===== config.mk =====
export PLATFORM = sky130hd
export DESIGN_NAME = mole_hit_detector
export DESIGN_NICKNAME = d
export VERILOG_FILES = /design/src/rtl/whack_pkg.sv /design/src/rtl/switch_debounce.sv /design/src/rtl/mole_hit_detector.sv
export SDC_FILE = /design/constraint.sdc
export NUM_CORES = 1
export LEC_CHECK = 0
export BUFFER_PORTS_ARGS = -buffer_cell sky130_fd_sc_hd__clkbuf_2
export CAP_MARGIN = 20
export CORE_UTILIZATION = 45
export CTS_CLUSTER_SIZE = 12
export DETAILED_ROUTE_END_ITERATION = 7
export PLACE_DENSITY = 0.75
export SETUP_SLACK_MARGIN = 0.5
export SLEW_MARGIN = 15
export SYNTH_ARGS = -nofsm -noshare
export SYNTH_HDL_FRONTEND = slang
export SYNTH_HIERARCHICAL = 1
export SYNTH_SLANG_ARGS = --single-unit

===== constraint.sdc =====
create_clock -name clk -period 1.2 [get_ports clk]
set_input_delay 0.18 -clock clk [delete_from_list [all_inputs] [get_ports clk]]
set_output_delay 0.18 -clock clk [all_outputs]
set_load 0.01 [all_outputs]

===== src/rtl/whack_pkg.sv =====
// Shared definitions for the whack-a-mole datapath.
// Used by the hit detector, the random LED stage and the score stage.
//   NUM_MOLES        - number of switch / LED positions
//   DB_TICKS_DEFAULT - stable 1 kHz samples needed to accept a switch change
//   mole_vec_t       - one bit per mole position
package whack_pkg;

    localparam int NUM_MOLES        = 5;
    localparam int DB_TICKS_DEFAULT = 10;

    typedef logic [NUM_MOLES-1:0] mole_vec_t;

endpackage


===== src/rtl/switch_debounce.sv =====
// One switch channel: 2-flop synchronizer followed by a tick-sampled debouncer.
// Ports:
//   clk       - system clock
//   reset     - synchronous, active-low
//   tick_1khz - one-cycle sampling strobe
//   switch_in - raw asynchronous switch
//   sw_db     - debounced level
module switch_debounce
    import whack_pkg::*;
#(
    parameter int DB_TICKS = DB_TICKS_DEFAULT
) (
    input  logic clk,
    input  logic reset,
    input  logic tick_1khz,
    input  logic switch_in,
    output logic sw_db
);

    localparam int CNT_W = $clog2(DB_TICKS + 1);
    localparam logic [CNT_W-1:0] CNT_LAST = CNT_W'(DB_TICKS - 1);

    logic             sync_1;
    logic             sync_2;
    logic [CNT_W-1:0] cnt;

    always_ff @(posedge clk) begin
        if (!reset) begin
            sync_1 <= 1'b0;
            sync_2 <= 1'b0;
            cnt    <= '0;
            sw_db  <= 1'b0;
        end else begin
            sync_1 <= switch_in;
            sync_2 <= sync_1;
            if (tick_1khz) begin
                if (sync_2 != sw_db) begin
                    // The increment that would land on DB_TICKS accepts the new level.
                    if (cnt == CNT_LAST) begin
                        sw_db <= sync_2;
                        cnt   <= '0;
                    end else begin
                        cnt <= cnt + 1'b1;
                    end
                end else begin
                    cnt <= '0;
                end
            end
        end
    end

endmodule


===== src/rtl/mole_hit_detector.sv =====
// Switch conditioning and hit qualification upstream of the score counter.
// Debounces each switch, turns every debounced change into a whack and
// judges it against the current mole pattern; at most one hit per window.
// Ports:
//   clk, reset  - system clock, synchronous active-low reset
//   tick_1khz   - debounce sampling strobe
//   switch_in   - raw switches
//   mole_mask   - lit moles (1 = lit)
//   game_active - play phase
//   sw_db       - debounced switch levels
//   hit_pulse   - one cycle per qualifying hit
//   miss_pulse  - one cycle per whack of an unlit position
//   locked      - a hit has already been scored in this mole window
module mole_hit_detector #(
    parameter int NUM_MOLES = whack_pkg::NUM_MOLES,
    parameter int DB_TICKS  = whack_pkg::DB_TICKS_DEFAULT
) (
    input  logic                 clk,
    input  logic                 reset,
    input  logic                 tick_1khz,
    input  logic [NUM_MOLES-1:0] switch_in,
    input  logic [NUM_MOLES-1:0] mole_mask,
    input  logic                 game_active,
    output logic [NUM_MOLES-1:0] sw_db,
    output logic                 hit_pulse,
    output logic                 miss_pulse,
    output logic                 locked
);

    logic [NUM_MOLES-1:0] sw_db_q;
    logic [NUM_MOLES-1:0] mask_q;
    logic [NUM_MOLES-1:0] whack;
    logic                 window_change;
    logic                 lock_eff;
    logic                 hit_now;
    logic                 miss_now;

    for (genvar g = 0; g < NUM_MOLES; g++) begin : g_db
        switch_debounce #(
            .DB_TICKS (DB_TICKS)
        ) u_db (
            .clk       (clk),
            .reset     (reset),
            .tick_1khz (tick_1khz),
            .switch_in (switch_in[g]),
            .sw_db     (sw_db[g])
        );
    end

    always_comb begin
        whack         = sw_db ^ sw_db_q;
        // An all-dark mask also counts as a new window so a stale lock never survives it.
        window_change = (mole_mask != mask_q) || (mole_mask == '0);
        lock_eff      = locked && !window_change;
        hit_now       = game_active && !lock_eff && |(whack & mole_mask);
        miss_now      = game_active && |(whack & ~mole_mask);
    end

    always_ff @(posedge clk) begin
        if (!reset) begin
            sw_db_q    <= '0;
            mask_q     <= '0;
            hit_pulse  <= 1'b0;
            miss_pulse <= 1'b0;
            locked     <= 1'b0;
        end else begin
            sw_db_q    <= sw_db;
            mask_q     <= mole_mask;
            hit_pulse  <= hit_now;
            miss_pulse <= miss_now;
            if (hit_now) begin
                locked <= 1'b1;
            end else if (window_change || !game_active) begin
                locked <= 1'b0;
            end
        end
    end

endmodule

==> flow_summary.ini <==
[final_layout]
layout.cells.most_common = dfxtp_1
mostFrequentLayoutCells = dfxtp_1, and2_1, clkbuf_2
nets = 273
finalInstanceArea_sq_mm = 0.00281
num_antenna_cells = 0
area_growth_pct = 29.8
post-route-util = 0.625
drive_gt1_frac = 0.396

[pwr]
powerDensity_mw_per_mm2 = 1040
ir_drop_v = 0.000527
total_power_mw = 2.94
p_leak_nw = 1.11

[clock_network]
htreeDepth = 2
cts_buffer_depth = 2
cts_buffers = 5
clkSinkCount = 48
cts_tree = done
holdBufCountCts = 0
root_buffer = clkbuf_8
insertion_delay_ns = 0.30
path_clk_slew_ns = 0.09

[placement]
portBuffers = 21
dpl-instance-area_sq_mm = 0.00248
place_ws_ns = -0.0273
place_hpwl_mm = 2.65
gp_congestion = 0.732

[timing]
report.final.slew_viol_count = 0
finalCritPeriodShare = 1.00
setup_tns_ns = -0.00305
setup_viol = 1
rsz0062_at_grt = true
layout_min_cycle_time_ns = 1.20
finalHoldViolations = 0
skew_ns = 0.00584
fmax_mhz = 831
tightest_slew_ns = 0.340
fin_ws_ns = -0.00305
slew-limit-headroom = 0.771

[synthesis]
avgSynthCellArea_sq_um = 10.2
netlist_area_sq_mm = 0.00217
async_flop_share = 0
yosys_warnings = 6
synth_nets = 237
synth_cell_types = 27
ys_seq_area_frac = 0.443
synth_ff_type = dfxtp_1
synth_edf_count = 0
ys_seq_elements = 48
synthCells = 213

[floorplanning]
io_pins = 22
core_area_sq_mm = 0.00450
die_x_um = 71.4
die_area_sq_mm = 0.00510
num_rows = 24
dieHeight_um = 71.4
start_util = 0.481

[worst_setup_path]
crit_chain = o41ai_2, a211oi_2, o21ba_1
worstPathArrival_ns = 1.41
required_ns = 1.40
slowest_delay_ns = 0.40
critPathBufInv = 0
crit_slowest_cell = o41ai_2
crit_family = compound AO/OA/AOI/OAI gates
endpoint_kind = flop
startpoint_type = flop
cp_max_fo = 2
path_class = reg2reg

[route]
wl_mm = 3.96
wl_per_cell_um = 13.1
vias_per_cell = 5.24
ant_nets = 0
dr_total_vias = 1583
drc_errors = 1
drt_first_pass_iters = 8
drt_iter0_drc = 83

[run_status]
outcome = complete, but fails checks
violations = DRC, setup timing

[grt]
grt_max_degree = 37
grt_use_total = 0.172
grt_pass1_wl_mm = 6.93
antenna_found_initial = 0
overflow = 0
grt_pass1_vias = 1644

[run]
maxCapViolCount = 0

[min_path]
hp-class = in2reg
-- what timing repair did --
item	4_1_cts	5_1_grt
endpoints found under the setup margin	38	39
endpoints found under the hold margin	0	0
resized for setup	26	12
setup buffers	7	0
pin swaps	11	7
-- worst paths after layout --
path                                     startpoint             endpoint  slack (ns)  depth (start not counted)
worst max-delay path                      mask_q[3]               locked      -0.003                          3
worst min-delay path                   switch_in[4]  g_db[4].u_db/sync_1        0.08                          2
worst max register to register            mask_q[3]               locked      -0.003                          3
worst min register to register  g_db[2].u_db/sync_1  g_db[2].u_db/sync_2        0.44                          1
-- report_power, final --
group,switching (mW),internal [mW]
Clock,0.564,0.544
Combinational,0.101,0.0932
Sequential,0.0263,1.61
Total,0.691,2.25
-- Yosys cell counts (2+ instances only) --
cell       n  share of area
a31oi_1    5          0.014
buf_2      5          0.012
nor2b_1    5          0.014
nand2_1    9          0.016
ha_1      10          0.058
nand4_1    5          0.014
nand2b_1  15          0.043
mux2i_1    5          0.023
a222oi_1   2         0.0092
nand3b_1  15          0.052
a21oi_1   11          0.025
a211oi_2   5          0.029
xor2_2     5          0.038
dfxtp_1   48           0.44
and2_1    20          0.058
inv_1     15          0.026
xnor2_1    4          0.016
nand4b_1  10          0.040
xor2_1    10          0.040
a22oi_1    2         0.0069
-- cell type report --
cell class | instances | area [sq um]
Multi-Input combinational cell | 144 | 1310
Clock inverter | 2 | 16.3
Timing Repair Buffer | 35 | 272
Inverter | 15 | 56.3
Sequential cell | 48 | 997
Fill cell | 376 | 1690
Clock buffer | 6 | 93.8
Tap cell | 52 | 65.1
-- per-layer routing --
| metal | share of wire | GRT usage | vias up |
|---|---|---|---|
| met2 | 0.49 | 0.299 | 30 |
| li1 | - | - | 805 |
| met4 | 0.0091 | 0.0556 | 0 |
| met1 | 0.46 | 0.208 | 744 |
| met3 | 0.040 | 0.0450 | 4 |
| met5 | 0 | 0 | - |
-- stage by stage --
step / hold WS [ns] / cells
detailed placement: 0.390 / 287
global placement: 0.384 / 287
finish: 0.0805 / 302
floorplan: 0.302 / 213
global route: 0.0849 / 302
CTS: 0.0698 / 302
-- worst reg2reg max path: stages (launching register included) --
cell	delay (ns)
dfxtp_1	0.35
o41ai_2	0.40
a211oi_2	0.16
o21ba_1	0.20
-- cell families after synthesis --
| family | count (synthesis) | share of synthesized area |
|---|---|---|
| buffers and inverters | 21 | 0.0393 |
| multiplexers | 5 | 0.0231 |
| XOR/XNOR | 19 | 0.0941 |
| adder cells (fa/ha/maj) | 10 | 0.0577 |
| AO/OA/AOI/OAI | 28 | 0.0970 |
| flip-flops | 48 | 0.443 |
| AND/OR/NAND/NOR | 82 | 0.245 |
-- registers in the layout, indices dropped and copies added (netlist names) --
register          flops
mask_q                5
sw_db_q               5
locked                1
g_db.u_db/sync_1      5
g_db.u_db/sync_2      5
hit_pulse             1
g_db.u_db/cnt        20
miss_pulse            1
g_db.u_db/sw_db       5
(Power assumes the default switching activity.)
